## config.mk

```make
export PLATFORM = sky130hd
export DESIGN_NAME = reg_file_sequencer
export DESIGN_NICKNAME = d
export VERILOG_FILES = /design/src/rtl/reg_file_sequencer.sv
export SDC_FILE = /design/constraint.sdc
export NUM_CORES = 1
export LEC_CHECK = 0
export ABC_CLOCK_PERIOD_IN_PS = 3700
export BUFFER_PORTS_ARGS = -buffer_cell sky130_fd_sc_hd__clkbuf_2
export CORE_UTILIZATION = 50
export DETAILED_ROUTE_END_ITERATION = 10
export HOLD_SLACK_MARGIN = 0.05
export PLACE_DENSITY = 0.75
export SYNTH_ARGS = -nofsm -noshare
export SYNTH_HDL_FRONTEND = slang
export SYNTH_SLANG_ARGS = --single-unit
```

## constraint.sdc

```tcl
create_clock -name clk -period 3.7 [get_ports clk]
set_input_delay 0.74 -clock clk [delete_from_list [all_inputs] [get_ports clk]]
set_output_delay 0.74 -clock clk [all_outputs]
set_load 0.05 [all_outputs]
```

## src/rtl/reg_file_sequencer.sv

```systemverilog
// reg_file_sequencer
//   Multi-cycle sequencer between decode/control and a dual-port register
//   file. Takes one request at a time over valid/ready, then performs a
//   register-pair read, a byte or word writeback, or a pointer-pair fetch
//   with optional post-increment / pre-decrement write-back.
//
// Ports
//   clk, rst_n                      clock, asynchronous active-low reset
//   req_valid / req_ready           request handshake (ready only in IDLE)
//   req_op, req_rd, req_rr,
//   req_ptr, req_ptr_mode,
//   req_wdata                       request fields, latched on accept
//   rsp_valid                       one-cycle completion pulse
//   rsp_rd_data, rsp_rr_data        READ results, held to next completion
//   rsp_addr                        PTR effective address, held likewise
//   busy                            sequencer not IDLE
//   rd_* / rr_*                     the two register-file ports
module reg_file_sequencer #(
  parameter int DATA_WIDTH    = 8,
  parameter int R_ADDR_WIDTH  = 5,
  parameter int PTR_COUNT     = 3,
  parameter int PTR_BASE      = 26,
  parameter int PTR_SEL_WIDTH = 2
) (
  input  logic                      clk,
  input  logic                      rst_n,
  input  logic                      req_valid,
  output logic                      req_ready,
  input  logic [2:0]                req_op,
  input  logic [R_ADDR_WIDTH-1:0]   req_rd,
  input  logic [R_ADDR_WIDTH-1:0]   req_rr,
  input  logic [PTR_SEL_WIDTH-1:0]  req_ptr,
  input  logic [1:0]                req_ptr_mode,
  input  logic [2*DATA_WIDTH-1:0]   req_wdata,
  output logic                      rsp_valid,
  output logic [DATA_WIDTH-1:0]     rsp_rd_data,
  output logic [DATA_WIDTH-1:0]     rsp_rr_data,
  output logic [2*DATA_WIDTH-1:0]   rsp_addr,
  output logic                      busy,
  output logic [R_ADDR_WIDTH-1:0]   rd_addr,
  output logic [R_ADDR_WIDTH-1:0]   rr_addr,
  output logic [DATA_WIDTH-1:0]     rd_wdata,
  output logic [DATA_WIDTH-1:0]     rr_wdata,
  input  logic [DATA_WIDTH-1:0]     rd_rdata,
  input  logic [DATA_WIDTH-1:0]     rr_rdata,
  output logic                      rd_cs,
  output logic                      rr_cs,
  output logic                      rd_we,
  output logic                      rr_we
);

  localparam int PW = 2 * DATA_WIDTH;

  localparam logic [2:0] ST_IDLE   = 3'd0;
  localparam logic [2:0] ST_READ   = 3'd1;
  localparam logic [2:0] ST_WRITE  = 3'd2;
  localparam logic [2:0] ST_PTR_RD = 3'd3;
  localparam logic [2:0] ST_PTR_WB = 3'd4;
  localparam logic [2:0] ST_DONE   = 3'd5;

  localparam logic [2:0] OP_NOP    = 3'd0;
  localparam logic [2:0] OP_READ   = 3'd1;
  localparam logic [2:0] OP_WBYTE  = 3'd2;
  localparam logic [2:0] OP_WWORD  = 3'd3;
  localparam logic [2:0] OP_PTR    = 3'd4;

  localparam logic [1:0] MODE_INC  = 2'd1;
  localparam logic [1:0] MODE_DEC  = 2'd2;

  localparam logic [PW-1:0] PTR_ONE = PW'(1);

  logic [2:0]               state_q, state_d;
  logic [2:0]               op_q, op_d;
  logic [R_ADDR_WIDTH-1:0]  rd_q, rd_d;
  logic [R_ADDR_WIDTH-1:0]  rr_q, rr_d;
  logic [PTR_SEL_WIDTH-1:0] ptr_q, ptr_d;
  logic [1:0]               mode_q, mode_d;
  logic [PW-1:0]            wdata_q, wdata_d;
  logic [PW-1:0]            eff_q, eff_d;
  logic [PW-1:0]            newp_q, newp_d;
  logic [DATA_WIDTH-1:0]    rsp_rd_data_q, rsp_rd_data_d;
  logic [DATA_WIDTH-1:0]    rsp_rr_data_q, rsp_rr_data_d;
  logic [PW-1:0]            rsp_addr_q, rsp_addr_d;

  logic [R_ADDR_WIDTH-1:0]  pair_lo_s;
  logic [R_ADDR_WIDTH-1:0]  pair_hi_s;
  logic [PW-1:0]            ptr_p_s;
  logic [PW-1:0]            eff_s;
  logic [PW-1:0]            newp_s;

  // Register address of the low byte of a pointer pair.
  function automatic logic [R_ADDR_WIDTH-1:0] pair_lo_addr(
    input logic [PTR_SEL_WIDTH-1:0] sel
  );
    return R_ADDR_WIDTH'(PTR_BASE) + R_ADDR_WIDTH'({sel, 1'b0});
  endfunction

  assign req_ready   = (state_q == ST_IDLE);
  assign busy        = (state_q != ST_IDLE);
  assign rsp_valid   = (state_q == ST_DONE);
  assign rsp_rd_data = rsp_rd_data_q;
  assign rsp_rr_data = rsp_rr_data_q;
  assign rsp_addr    = rsp_addr_q;

  // Pointer arithmetic on the pair being read this cycle; wraps modulo 2^PW.
  always_comb begin
    pair_lo_s = pair_lo_addr(ptr_q);
    pair_hi_s = pair_lo_s + R_ADDR_WIDTH'(1);
    ptr_p_s   = {rr_rdata, rd_rdata};
    if (mode_q == MODE_DEC) begin
      eff_s  = ptr_p_s - PTR_ONE;
      newp_s = ptr_p_s - PTR_ONE;
    end else if (mode_q == MODE_INC) begin
      eff_s  = ptr_p_s;
      newp_s = ptr_p_s + PTR_ONE;
    end else begin
      eff_s  = ptr_p_s;
      newp_s = ptr_p_s;
    end
  end

  // Next-state, request latching and response capture.
  always_comb begin
    state_d       = state_q;
    op_d          = op_q;
    rd_d          = rd_q;
    rr_d          = rr_q;
    ptr_d         = ptr_q;
    mode_d        = mode_q;
    wdata_d       = wdata_q;
    eff_d         = eff_q;
    newp_d        = newp_q;
    rsp_rd_data_d = rsp_rd_data_q;
    rsp_rr_data_d = rsp_rr_data_q;
    rsp_addr_d    = rsp_addr_q;
    case (state_q)
      ST_IDLE: begin
        if (req_valid) begin
          op_d    = req_op;
          rd_d    = req_rd;
          rr_d    = req_rr;
          ptr_d   = req_ptr;
          mode_d  = req_ptr_mode;
          wdata_d = req_wdata;
          case (req_op)
            OP_READ:  state_d = ST_READ;
            OP_WBYTE: state_d = ST_WRITE;
            OP_WWORD: state_d = ST_WRITE;
            OP_PTR: begin
              // Out-of-range pair select completes at once with address 0.
              if (int'(req_ptr) >= PTR_COUNT) begin
                state_d    = ST_DONE;
                rsp_addr_d = '0;
              end else begin
                state_d    = ST_PTR_RD;
              end
            end
            default:  state_d = ST_DONE;
          endcase
        end else begin
          state_d = ST_IDLE;
        end
      end
      ST_READ: begin
        rsp_rd_data_d = rd_rdata;
        rsp_rr_data_d = rr_rdata;
        state_d       = ST_DONE;
      end
      ST_WRITE: begin
        state_d = ST_DONE;
      end
      ST_PTR_RD: begin
        eff_d  = eff_s;
        newp_d = newp_s;
        if ((mode_q == MODE_INC) || (mode_q == MODE_DEC)) begin
          state_d = ST_PTR_WB;
        end else begin
          state_d    = ST_DONE;
          rsp_addr_d = eff_s;
        end
      end
      ST_PTR_WB: begin
        rsp_addr_d = eff_q;
        state_d    = ST_DONE;
      end
      ST_DONE: begin
        state_d = ST_IDLE;
      end
      default: begin
        state_d = ST_IDLE;
      end
    endcase
  end

  // Register-file port controls, decoded straight from state so that an
  // asynchronous reset removes cs/we within the same cycle.
  always_comb begin
    rd_addr  = '0;
    rr_addr  = '0;
    rd_wdata = '0;
    rr_wdata = '0;
    rd_cs    = 1'b0;
    rr_cs    = 1'b0;
    rd_we    = 1'b0;
    rr_we    = 1'b0;
    case (state_q)
      ST_READ: begin
        rd_addr = rd_q;
        rr_addr = rr_q;
        rd_cs   = 1'b1;
        rr_cs   = 1'b1;
      end
      ST_WRITE: begin
        if (op_q == OP_WWORD) begin
          // Word writes target an aligned even/odd register pair.
          rd_addr  = {rd_q[R_ADDR_WIDTH-1:1], 1'b0};
          rr_addr  = {rd_q[R_ADDR_WIDTH-1:1], 1'b1};
          rd_wdata = wdata_q[DATA_WIDTH-1:0];
          rr_wdata = wdata_q[PW-1:DATA_WIDTH];
          rd_cs    = 1'b1;
          rr_cs    = 1'b1;
          rd_we    = 1'b1;
          rr_we    = 1'b1;
        end else begin
          rd_addr  = rd_q;
          rd_wdata = wdata_q[DATA_WIDTH-1:0];
          rd_cs    = 1'b1;
          rd_we    = 1'b1;
        end
      end
      ST_PTR_RD: begin
        rd_addr = pair_lo_s;
        rr_addr = pair_hi_s;
        rd_cs   = 1'b1;
        rr_cs   = 1'b1;
      end
      ST_PTR_WB: begin
        rd_addr  = pair_lo_s;
        rr_addr  = pair_hi_s;
        rd_wdata = newp_q[DATA_WIDTH-1:0];
        rr_wdata = newp_q[PW-1:DATA_WIDTH];
        rd_cs    = 1'b1;
        rr_cs    = 1'b1;
        rd_we    = 1'b1;
        rr_we    = 1'b1;
      end
      default: begin
        rd_cs = 1'b0;
      end
    endcase
  end

  // State and datapath flops.
  always_ff @(posedge clk or negedge rst_n) begin
    if (!rst_n) begin
      state_q       <= ST_IDLE;
      op_q          <= OP_NOP;
      rd_q          <= '0;
      rr_q          <= '0;
      ptr_q         <= '0;
      mode_q        <= 2'd0;
      wdata_q       <= '0;
      eff_q         <= '0;
      newp_q        <= '0;
      rsp_rd_data_q <= '0;
      rsp_rr_data_q <= '0;
      rsp_addr_q    <= '0;
    end else begin
      state_q       <= state_d;
      op_q          <= op_d;
      rd_q          <= rd_d;
      rr_q          <= rr_d;
      ptr_q         <= ptr_d;
      mode_q        <= mode_d;
      wdata_q       <= wdata_d;
      eff_q         <= eff_d;
      newp_q        <= newp_d;
      rsp_rd_data_q <= rsp_rd_data_d;
      rsp_rr_data_q <= rsp_rr_data_d;
      rsp_addr_q    <= rsp_addr_d;
    end
  end

endmodule

```

==> results by group <==
Synthesis
  • Dominant synthesized flop cell: dfrtp_1
  • Post-synthesis sequential area ratio: 49.2%
  • Syn Std Cell Area: 0.00509 mm^2
  • Syn. warnings: 0
  • Dominant cell type by area after synthesis: dfrtp_1
  • #FFs+latches synth: 100
  • Synth Instances: 542
  • Area contributors post-synth: dfrtp_1 (49%), nand2_1 (11%), mux2_2 (4.6%)
  • Number of synthesized flops with an enable pin: 0
  • Synth cell types: 51
  • Synthesized area per cell: 9.38 um^2
  • Synth top area share: 49.2%
  • Syn nets: 599
  • Async S/R FF share, synth: 100%

Global routing
  • Met2 Usage GRT: 39.3%
  • Grt peak-use layer: met2
  • Pin count of the biggest net entering global routing: 72
  • First-pass GRT wire length: 19.4 mm
  • GRT overflow: 0
  • M1 GR Usage: 32.9%
  • Met3 global-route usage: 3.80%
  • Vias in the first global route: 3983
  • All-Layer GR Usage: 24.3%
  • Initial antenna violation count: 0

Placement
  • Post-DP HPWL: 8.73 mm
  • Placed Cells: 756
  • Final GP Congestion: 0.884
  • Port-buffer cells: 116

Layout
  • Fin cells: 772
  • Area Growth Syn to Fin: 16.7%
  • Layout cells sized above 1: 27.7%
  • N_diodes: 0
  • Post-layout util: 60.5%
  • FILL cells: 923
  • Final nets: 691

Drt
  • DRT iter0 DRCs: 132
  • Antenna-violating nets left: 0
  • Vias per cell: 5.49
  • WL per Instance: 15.8 um
  • Detailed Route WL: 12.2 mm
  • DRC: 0
  • DR vias: 4242
  • Number of detailed-route iterations in the first pass: 4

Clocking
  • Post-CTS setup buffers: 0
  • CTS buffer count: 9
  • Clock Sinks: 100
  • Clk buf depth: 2
  • Htree depth: 3
  • Post-CTS resize count: 0
  • Clk_lat worst skew: 380 ps
  • Root buf cell: clkbuf_8
  • CTS tree: built
  • # hold bufs at CTS: 0
  • Clock slew at reported path FFs: 100 ps

Die
  • Die area: 0.0106 mm^2
  • CORE AREA: 0.00982 mm^2
  • I/O pin cnt: 117
  • Core Rows: 36
  • Starting density of the core: 51.8%
  • Die H: 103 um
  • Die width: 103 um

STA
  • Clk_skew: 13.3 ps
  • Final setup TNS: 0 ps
  • Fin crit share: 83.2%
  • Final hold violation count: 0
  • Fin crit period: 3080 ps
  • Fmax: 0.325 GHz
  • Unrepaired setup endpoints after global routing: no
  • Final Max Slew Viols: 0
  • Relative slew slack: 27.2%
  • Final setup vio count: 0
  • Worst slew pin tran: 1090 ps

Setup path
  • WP buf/inv: 1
  • Register-to-Register Setup Slack: 1230 ps
  • Setup CP Type: reg -> out
  • Top delay family on crit path: simple AND/OR/NAND/NOR gates
  • Crit path depth: 5
  • CP endpoint kind: output pin
  • Startpoint types: register
  • Worst Path Arrival: 2340 ps
  • Critical path fanouts, max: 13
  • Largest stage delay on the critical path: 570 ps
  • Worst path slowest cell: nor2_2
  • Required time of the worst setup path: 2960 ps
  • Crit path cell chain: nand2b_1, nor2_2, or2_2, a21o_1, clkbuf_2
  • R2R depth: 7

Run
  • Max-cap viol count: 0

Min path
  • Hold crit path type: in -> async

Power
  • Pwr Total: 5730 uW
  • LEAKAGE: 0.00293 uW
  • VDD IR max: 0.706 mV
  • Cell area power density: 965 mW/mm^2

Status
  • Outcome: complete, no violations
-- layout make-up --
cell class,count,area [um^2],area share (%)
clock buffer,9,124,2.09
clock inverter,7,91.3,1.54
inverter,7,26.3,0.443
multi-input combinational,393,2380,40.1
sequential,100,2500,42.1
tap,133,166,2.80
timing repair buffer,123,648,10.9
-- final timing paths --
| path | startpoint | end |
|---|---|---|
| hold reg to reg | eff_q[1]$_DFFE_PN0P_ | eff_q[1]$_DFFE_PN0P_ |
| hold / removal | rst_n | rsp_addr[12]$_DFFE_PN0P_ |
| setup reg to reg | mode_q[0]$_DFFE_PN0P_ | newp_q[5]$_DFFE_PN0P_ |
| max in group asynchronous | rst_n | ptr_q[1]$_DFFE_PN0P_ |
| setup / recovery | state_q[2]$_DFF_PN0_ | rd_addr[3] |
| min in group clk | eff_q[1]$_DFFE_PN0P_ | eff_q[1]$_DFFE_PN0P_ |
-- through the flow --
stage	hold WS, ps	setup WS [ps]	area [um^2]
CTS	362	643	5940
floorplan	438	533	5090
detailed placement	463	1020	5720
global route	391	509	5940
finish	346	623	5940
global placement	454	1120	5720
-- Yosys cell counts, types with 2 or more instances --
library cell,count
or4_4,2
nor4_4,4
or3_1,3
nor2_1,24
and2_1,4
inv_1,7
a21o_1,9
nand4_1,4
buf_2,6
and3_1,2
o211ai_2,2
nand3_1,8
ha_1,5
buf_6,3
nor4_1,4
nand4b_1,2
a221o_1,2
xor2_1,17
a31oi_1,4
nand2_1,146
nor4bb_1,2
dfrtp_1,100
clkbuf_1,32
mux2_2,21
nand3b_1,2
a21oi_1,15
o21a_1,4
or2_2,4
nand2b_1,3
o21ai_0,47
and3b_1,2
a22o_1,16
nor3_1,2
o22a_1,2
o211ai_1,3
xnor2_1,14
-- metal layers --
layer | share of wire, % | up-vias
met5 | 0 | -
met3 | 3.7 | 16
met1 | 45 | 2092
met4 | 1.5 | 0
li1 | - | 2028
met2 | 50 | 106
-- cell families (layout without fill, tap and decap cells) --
group	count (synthesis)	in the layout	share of synthesized area, %
buffers and inverters	49	146	4.21
DFF	100	100	49.2
AOI/OAI and AO/OA	111	111	14.1
adders and majority gates	5	5	1.23
xor gates and xnor gates	31	31	5.34
and+or+nand+nor	224	224	21.1
muxes	22	22	4.85
-- cell usage in the layout (no fill, tap or decap), types with 3 or more instances in the layout --
master      n
nand2b_1    3
xor2_1     17
nand3_1     8
a21o_1      9
or2_2       4
nand2_1   146
clkinv_2    3
nor4_1      4
inv_1       7
and2_1      4
o21a_1      4
nor2_1     23
clkbuf_2  115
mux2_2     21
ha_1        5
buf_4       7
o211ai_1    3
a31oi_1     4
dfrtp_1   100
or3_1       3
xnor2_1    14
o21ai_0    47
a21oi_1    15
nand4_1     4
a22o_1     16
clkbuf_8    9
nor4_4      4
-- flip-flops by register name (all words and copies together) (netlist names) --
register	flops
state_q	3
rd_q	5
rsp_rr_data	8
rsp_rd_data	8
newp_q	16
rr_q	5
ptr_q	2
mode_q	2
eff_q	16
wdata_q	16
op_q	3
rsp_addr	16
-- power breakdown --
group / switching (uW) / internal (uW)
clock: 390 / 379
combinational: 2160 / 863
sequential: 330 / 1610
total: 2880 / 2850
No activity file was read; power rests on OpenSTA's default activity.
